==> config.mk <==
export PLATFORM = sky130hd
export DESIGN_NAME = pa_tcipif_nslv_bus
export DESIGN_NICKNAME = d
export VERILOG_FILES = /design/src/rtl/pa_tcipif_pkg.sv /design/src/rtl/pa_tcipif_win_dec.sv /design/src/rtl/pa_tcipif_nslv_bus.sv
export SDC_FILE = /design/constraint.sdc
export NUM_CORES = 1
export LEC_CHECK = 0
export CAP_MARGIN = 20
export CORE_AREA = 2 2 178 180
export DETAILED_ROUTE_END_ITERATION = 16
export DIE_AREA = 0 0 180 182
export HOLD_SLACK_MARGIN = 0.1
export PLACE_DENSITY = 0.5
export SLEW_MARGIN = 20
export SYNTH_ARGS = -nofsm -noshare
export SYNTH_HDL_FRONTEND = slang
export SYNTH_SLANG_ARGS = --single-unit
==> constraint.sdc <==
create_clock -name forever_cpuclk -period 6 [get_ports forever_cpuclk]
set_input_delay 1.2 -clock forever_cpuclk [delete_from_list [all_inputs] [get_ports forever_cpuclk]]
set_output_delay 1.2 -clock forever_cpuclk [all_outputs]
set_load 0.03 [all_outputs]
==> src/rtl/pa_tcipif_pkg.sv <==
// Shared encodings and address slices for the multi-slave TCIP bus interface.
package pa_tcipif_pkg;

  typedef enum logic [1:0] {
    ST_IDLE = 2'b00,
    ST_BUSY = 2'b01,
    ST_RESP = 2'b10
  } tcip_state_e;

  localparam int WIN_W   = 16;
  localparam int WIN_LSB = 12;
  localparam int WIN_MSB = 27;
  localparam int RGN_LSB = 28;
  localparam int RGN_MSB = 31;
  localparam int RGN_W   = RGN_MSB - RGN_LSB + 1;

  // A mask bit of 1 means the corresponding address bit takes part in the compare.
  function automatic logic win_match(input logic [WIN_W-1:0] addr_bits,
                                     input logic [WIN_W-1:0] base_bits,
                                     input logic [WIN_W-1:0] mask_bits);
    return ((addr_bits ^ base_bits) & mask_bits) == '0;
  endfunction

endpackage

==> src/rtl/pa_tcipif_win_dec.sv <==
// Window decoder: per-slave masked compare inside the TCIP region, lowest index wins.
module pa_tcipif_win_dec
  import pa_tcipif_pkg::*;
#(
  parameter int NUM_SLV = 4,
  parameter int IDX_W   = 2
) (
  input  logic [RGN_W-1:0]         rgn_base,
  input  logic [RGN_W-1:0]         rgn_addr,
  input  logic [WIN_W-1:0]         win_addr,
  input  logic [NUM_SLV*WIN_W-1:0] slv_win_base,
  input  logic [NUM_SLV*WIN_W-1:0] slv_win_mask,
  output logic                     hit,
  output logic [IDX_W-1:0]         idx,
  output logic [NUM_SLV-1:0]       onehot
);

  logic               rgn_hit;
  logic [NUM_SLV-1:0] win_hit;

  assign rgn_hit = (rgn_addr == rgn_base);

  always_comb begin
    win_hit = '0;
    for (int i = 0; i < NUM_SLV; i++) begin
      win_hit[i] = rgn_hit && win_match(win_addr,
                                        slv_win_base[i*WIN_W +: WIN_W],
                                        slv_win_mask[i*WIN_W +: WIN_W]);
    end
  end

  // Overlapping windows resolve to the lowest slave index.
  always_comb begin
    hit    = 1'b0;
    idx    = '0;
    onehot = '0;
    for (int i = 0; i < NUM_SLV; i++) begin
      if (win_hit[i] && !hit) begin
        hit       = 1'b1;
        idx       = IDX_W'(i);
        onehot[i] = 1'b1;
      end
    end
  end

endmodule

==> src/rtl/pa_tcipif_nslv_bus.sv <==
// TCIP bus interface with NUM_SLV programmable windows, privilege check and per-transaction timeout.
module pa_tcipif_nslv_bus
  import pa_tcipif_pkg::*;
#(
  parameter int NUM_SLV = 4,
  parameter int TO_W    = 8,
  parameter int OFF_W   = 16
) (
  input  logic                     forever_cpuclk,
  input  logic                     cpurst_b,
  input  logic [31:0]              pad_cpu_tcip_base,
  input  logic [NUM_SLV*WIN_W-1:0] slv_win_base,
  input  logic [NUM_SLV*WIN_W-1:0] slv_win_mask,
  input  logic [NUM_SLV-1:0]       slv_user_en,
  input  logic                     bmu_tcipif_dbus_req,
  input  logic [31:0]              bmu_tcipif_dbus_addr,
  input  logic                     bmu_tcipif_dbus_write,
  input  logic [1:0]               bmu_tcipif_dbus_size,
  input  logic [31:0]              bmu_tcipif_dbus_wdata,
  input  logic                     bmu_tcipif_dbus_supv_mode,
  input  logic                     bmu_tcipif_dbus_acc_deny,
  input  logic                     rtu_yy_xx_dbgon,
  input  logic [NUM_SLV-1:0]       slv_tcipif_cmplt,
  input  logic [NUM_SLV*32-1:0]    slv_tcipif_rdata,
  output logic [NUM_SLV-1:0]       tcipif_slv_sel,
  output logic [OFF_W-1:0]         tcipif_xx_addr,
  output logic                     tcipif_xx_write,
  output logic [1:0]               tcipif_xx_size,
  output logic [31:0]              tcipif_xx_wdata,
  output logic                     tcipif_bmu_dbus_grnt,
  output logic                     tcipif_bmu_dbus_trans_cmplt,
  output logic                     tcipif_bmu_dbus_acc_err,
  output logic [31:0]              tcipif_bmu_dbus_data
);

  localparam int IDX_W = (NUM_SLV > 1) ? $clog2(NUM_SLV) : 1;
  localparam logic [TO_W-1:0] CNT_MAX  = '1;
  localparam logic [TO_W-1:0] CNT_LAST = CNT_MAX - 1'b1;

  tcip_state_e        state_q, state_d;
  logic [NUM_SLV-1:0] sel_q, sel_d;
  logic               err_q, err_d;
  logic [TO_W-1:0]    cnt_q, cnt_d;
  logic [OFF_W-1:0]   addr_q;
  logic               write_q;
  logic [1:0]         size_q;
  logic [31:0]        wdata_q;
  logic               latch_en;

  logic               dec_hit;
  logic [IDX_W-1:0]   dec_idx;
  logic [NUM_SLV-1:0] dec_onehot;
  logic               user_ok;
  logic               err_pre;
  logic               slv_done;
  logic               to_expire;
  logic [31:0]        rd_sel;
  logic               unused_base;

  assign unused_base = ^pad_cpu_tcip_base[RGN_LSB-1:0];

  pa_tcipif_win_dec #(
    .NUM_SLV (NUM_SLV),
    .IDX_W   (IDX_W)
  ) u_win_dec (
    .rgn_base     (pad_cpu_tcip_base[RGN_MSB:RGN_LSB]),
    .rgn_addr     (bmu_tcipif_dbus_addr[RGN_MSB:RGN_LSB]),
    .win_addr     (bmu_tcipif_dbus_addr[WIN_MSB:WIN_LSB]),
    .slv_win_base (slv_win_base),
    .slv_win_mask (slv_win_mask),
    .hit          (dec_hit),
    .idx          (dec_idx),
    .onehot       (dec_onehot)
  );

  assign tcipif_bmu_dbus_grnt = bmu_tcipif_dbus_req && (state_q == ST_IDLE);

  // Debug mode and supervisor mode both bypass the per-slave user enable; PMP deny never does.
  assign user_ok = dec_hit && slv_user_en[dec_idx];
  assign err_pre = bmu_tcipif_dbus_acc_deny ||
                   (!bmu_tcipif_dbus_supv_mode && !rtu_yy_xx_dbgon && !user_ok);

  // Only the selected slave can finish the transfer; stray or late completions are masked here.
  assign slv_done  = |(sel_q & slv_tcipif_cmplt);
  assign to_expire = (cnt_q == CNT_LAST);

  always_comb begin
    rd_sel = '0;
    for (int i = 0; i < NUM_SLV; i++) begin
      if (sel_q[i]) begin
        rd_sel = rd_sel | slv_tcipif_rdata[i*32 +: 32];
      end
    end
  end

  always_ff @(posedge forever_cpuclk or negedge cpurst_b) begin
    if (!cpurst_b) begin
      state_q <= ST_IDLE;
      sel_q   <= '0;
      err_q   <= 1'b0;
      cnt_q   <= '0;
      addr_q  <= '0;
      write_q <= 1'b0;
      size_q  <= '0;
      wdata_q <= '0;
    end else begin
      state_q <= state_d;
      sel_q   <= sel_d;
      err_q   <= err_d;
      cnt_q   <= cnt_d;
      if (latch_en) begin
        addr_q  <= bmu_tcipif_dbus_addr[OFF_W-1:0];
        write_q <= bmu_tcipif_dbus_write;
        size_q  <= bmu_tcipif_dbus_size;
        wdata_q <= bmu_tcipif_dbus_wdata;
      end
    end
  end

  always_comb begin
    state_d                     = state_q;
    sel_d                       = sel_q;
    err_d                       = err_q;
    cnt_d                       = cnt_q;
    latch_en                    = 1'b0;
    tcipif_bmu_dbus_trans_cmplt = 1'b0;
    tcipif_bmu_dbus_acc_err     = 1'b0;
    tcipif_bmu_dbus_data        = '0;
    case (state_q)
      ST_IDLE: begin
        if (tcipif_bmu_dbus_grnt) begin
          if (err_pre) begin
            state_d = ST_RESP;
            err_d   = 1'b1;
          end else if (dec_hit) begin
            state_d  = ST_BUSY;
            sel_d    = dec_onehot;
            cnt_d    = '0;
            latch_en = 1'b1;
          end else begin
            state_d = ST_RESP;
            err_d   = 1'b0;
          end
        end
      end
      ST_BUSY: begin
        cnt_d = (cnt_q != CNT_MAX) ? cnt_q + 1'b1 : cnt_q;
        // A completion arriving in the expiry cycle still counts as a normal completion.
        if (slv_done) begin
          state_d                     = ST_IDLE;
          sel_d                       = '0;
          tcipif_bmu_dbus_trans_cmplt = 1'b1;
          tcipif_bmu_dbus_data        = rd_sel;
        end else if (to_expire) begin
          state_d = ST_RESP;
          sel_d   = '0;
          err_d   = 1'b1;
        end
      end
      ST_RESP: begin
        state_d                     = ST_IDLE;
        err_d                       = 1'b0;
        tcipif_bmu_dbus_trans_cmplt = 1'b1;
        tcipif_bmu_dbus_acc_err     = err_q;
      end
      default: begin
        state_d = ST_IDLE;
        sel_d   = '0;
        err_d   = 1'b0;
      end
    endcase
  end

  assign tcipif_slv_sel  = sel_q;
  assign tcipif_xx_addr  = addr_q;
  assign tcipif_xx_write = write_q;
  assign tcipif_xx_size  = size_q;
  assign tcipif_xx_wdata = wdata_q;

endmodule

==> metrics.txt <==
Multi-input gate area=~0.0027 mm2; met2 usage=0.240; biggest area consumer among synthesized cells=dfrtp_1; largest cells by area after synthesis=dfrtp_1 (37%), a22oi_1 (16%), xor2_1 (13%); Compound-Gate Fraction of Synth Area=0.250; FP Rows=65; Hold/Removal Path Class=reg2reg; # DRC=0; Synth Area in XOR/XNOR=0.132; Max Clock Freq=~0.21 GHz; clock buffer count from CTS=9; share of flip-flops with an asynchronous set or reset=1.00; CP Data Arrival Time=around 3600 ps; CTS H-tree lvls=3; IO Count=roughly 460; Finished Layout Cells=about 1300; Crit-path slowest cell=clkdlybuf4s50_1; Post-synth EDFFs=0; via-per-instance ratio=4.23; GR Util met1=0.163; Sink Count=between 60 and 70; worst-path fanout max=19; grt peak-use layer=met2; Final Net Count=approximately 1200; initial core utilization=0.146; crit path time final=a little under 5000 ps; Synth top area share=0.365; Fin Clk Skew=slightly above 5 ps; die width=180 um; grt total ovfl=0; syn nets=823; Skew-Pair Late Insertion Delay=340 ps; power density cells=about 160 mW/mm2; placer congestion estimate=slightly above 0.8; Max Cap Viol=0; YS warnings=0; worst path required time=between 4000 and 5000 ps; clk slew on worst S/H paths=around 60 ps; Core ar.=between 0.03 and 0.04 mm2; Tot GR Track Use=0.139; r2r startpoint=state_q[0]; post-cts resize count=0; largest net degree at the start of global routing=67; Antenna Violating Nets Remaining=0; RR Endpoint=cnt_q[7]; share of layout cells above drive strength 1=0.0389; Worst setup EP type=output pin; adder-cell share of the synthesized area=0.0138; maximum clock path buffer count=2; VDD IR max=about 0.00012 V; Post-Syn Area per Cell=approximately 10 um2; Die ar.=between 0.03 and 0.04 mm2; Post-Synth Simple-Gate Area=0.0753; Top Family by Delay on Critical Path=buffers and inverters; CP bufs+invs=2; setup TNS=0 ps; sequential share of the synthesized area=0.365; Tightest Pin Transition=879 ps; area delta synth->final=112%; hold path depth=1; cell leakage power=roughly 3.8 nW; PortBufs=430; RSZ-0062 raised after global routing=no; FF-to-FF path depth=7; # Post-CTS Setup Buffers=0; reg-to-reg slack, setup=3710 ps; commonest non-fill, non-tap cell in the layout=clkdlybuf4s50_1; most frequent cells in the layout=clkdlybuf4s50_1 (429), a22oi_1 (99), xor2_1 (68); DP Wirelength=19300 um; CTS Root Cell=clkbuf_16; Cells after DPL=about 1300; vias in the first global route=approximately 5700; WS Path Type=in2out; Hold Startpoint=tcipif_xx_wdata[21]; WL/cell=approximately 18 um; fillers=3280; Slew HR=0.414; CP Cell Sequence=clkdlybuf4s50_1 > a22oi_1 > nand2_1 > nand2_1 > a21oi_1 > clkdlybuf4s50_1; cell count after synthesis=between 400 and 500; met3 GRT Util=0.0431; status=finished clean; Starting DRT DRC Count=177; Critical Path Start Type=input port; Routed WL=about 24000 um; final-report max-slew violation count=0; CTS tree=done; proportion of synthesized area in mux cells=0.132; Hold EP=tcipif_xx_wdata[21]; main combinational cell family by area after synthesis=compound AO/OA/AOI/OAI gates; via count=roughly 5400; register area=between 0.0015 and 0.002 mm2; main flop type after synthesis=dfrtp_1; DR pass1 iterations=4; hold buffers post-CTS=0; synth unique cells=40; Fin. Hold Viols=0; Critical Path Max Stage Delay=750 ps; Syn Std Cell Area=around 0.0045 mm2; period utilization=0.807; first-pass GRT wire length=roughly 35000 um; antenna violations before repair=0; Die Span Y=182 um; Antenna diodes=0; synthesized flop and latch total=66; final core utilization=0.310; setup violators final=0
## worst max-delay path by stage
stage / cells past startpoint / start / endpoint
3_3_place_gp: 11 / bmu_tcipif_dbus_addr[12] / tcipif_xx_addr[3]
3_5_place_dp: 11 / bmu_tcipif_dbus_addr[24] / tcipif_xx_addr[3]
2_1_floorplan: 11 / bmu_tcipif_dbus_addr[15] / tcipif_xx_addr[10]
4_1_cts: 7 / slv_tcipif_cmplt[1] / tcipif_bmu_dbus_data[29]
6_report: 6 / slv_tcipif_cmplt[1] / tcipif_bmu_dbus_data[16]
5_1_grt: 7 / slv_tcipif_cmplt[3] / tcipif_bmu_dbus_data[25]
## synthesized netlist by cell type (2+ instances only)
library cell and number:
nor2_2 2, a21oi_1 35, and2_1 2, nand4_1 9, a22o_1 4, and3_1 4
a211o_1 5, ha_1 5, and4b_1 3, nand2b_1 2, a221o_1 2, dfrtp_1 66
mux2_1 49, mux2_2 3, inv_1 7, nand3_1 6, buf_2 7, clkbuf_1 23
nor2_1 13, a22oi_1 99, xor2_1 68, nor3_1 2, nand2_1 10, a21boi_0 2
nor4bb_1 2, o21ai_0 5
## state kept, by name, indices dropped and copies added, names as in the netlist
register / flops
tcipif_xx_wdata: 32
tcipif_xx_addr: 16
cnt_q: 8
tcipif_slv_sel: 4
state_q: 2
tcipif_xx_size: 2
err_q: 1
tcipif_xx_write: 1
## cell families after synthesis
kind of cell             count (synthesis)
XOR/XNOR                                68
buffers and inverters                   37
AO/OA/AOI/OAI                          159
multiplexers                            53
adder cells (fa/ha/maj)                  5
AND/OR/NAND/NOR                         61
flip-flops                              66
## routing by layer
| layer | part of all wire | vias up |
|---|---|---|
| li1 | - | 2548 |
| met2 | 0.48 | 284 |
| met1 | 0.41 | 2525 |
| met3 | 0.078 | 31 |
| met4 | 0.027 | 0 |
| met5 | 0 | - |
## layout make-up
type | count | area share
clock buffers | 10 | 0.0249
flip-flops and latches | 66 | 0.172
repair buffers | 438 | 0.454
multi-input cells | 346 | 0.284
inverters | 7 | 0.00274
well taps | 402 | 0.0524
clock inverters | 6 | 0.00939
## stage by stage
step	setup slack [ps]	cell area, um2	hold WS (ps)	power [W]
floorplan	2510	4520	478	0.000632
global placement	1040	9270	472	0.000960
detailed placement	1030	9270	481	0.000964
CTS	1100	9590	495	0.00156
global route	996	9590	500	0.00161
finish	1160	9590	488	0.00153
## worst reg2reg max path, delay by kind of cell (launching register included)
| family | cells | cell delay [ps] |
|---|---|---|
| AOI/OAI and AO/OA | 3 | 1210 |
| buffers and inverters | 2 | 220 |
| and+or+nand+nor | 1 | 90 |
| DFF | 1 | 370 |
| adders and majority gates | 1 | 290 |
## report_power, final
group          leakage (nW)  total [W]  switching [W]  internal [W]
Sequential            0.917   0.000469     0.00000824      0.000461
Clock                 0.159   0.000582       0.000207      0.000376
Combinational          2.73   0.000483       0.000197      0.000285
Total                  3.80    0.00153       0.000412       0.00112
(Power assumes the default switching activity.)
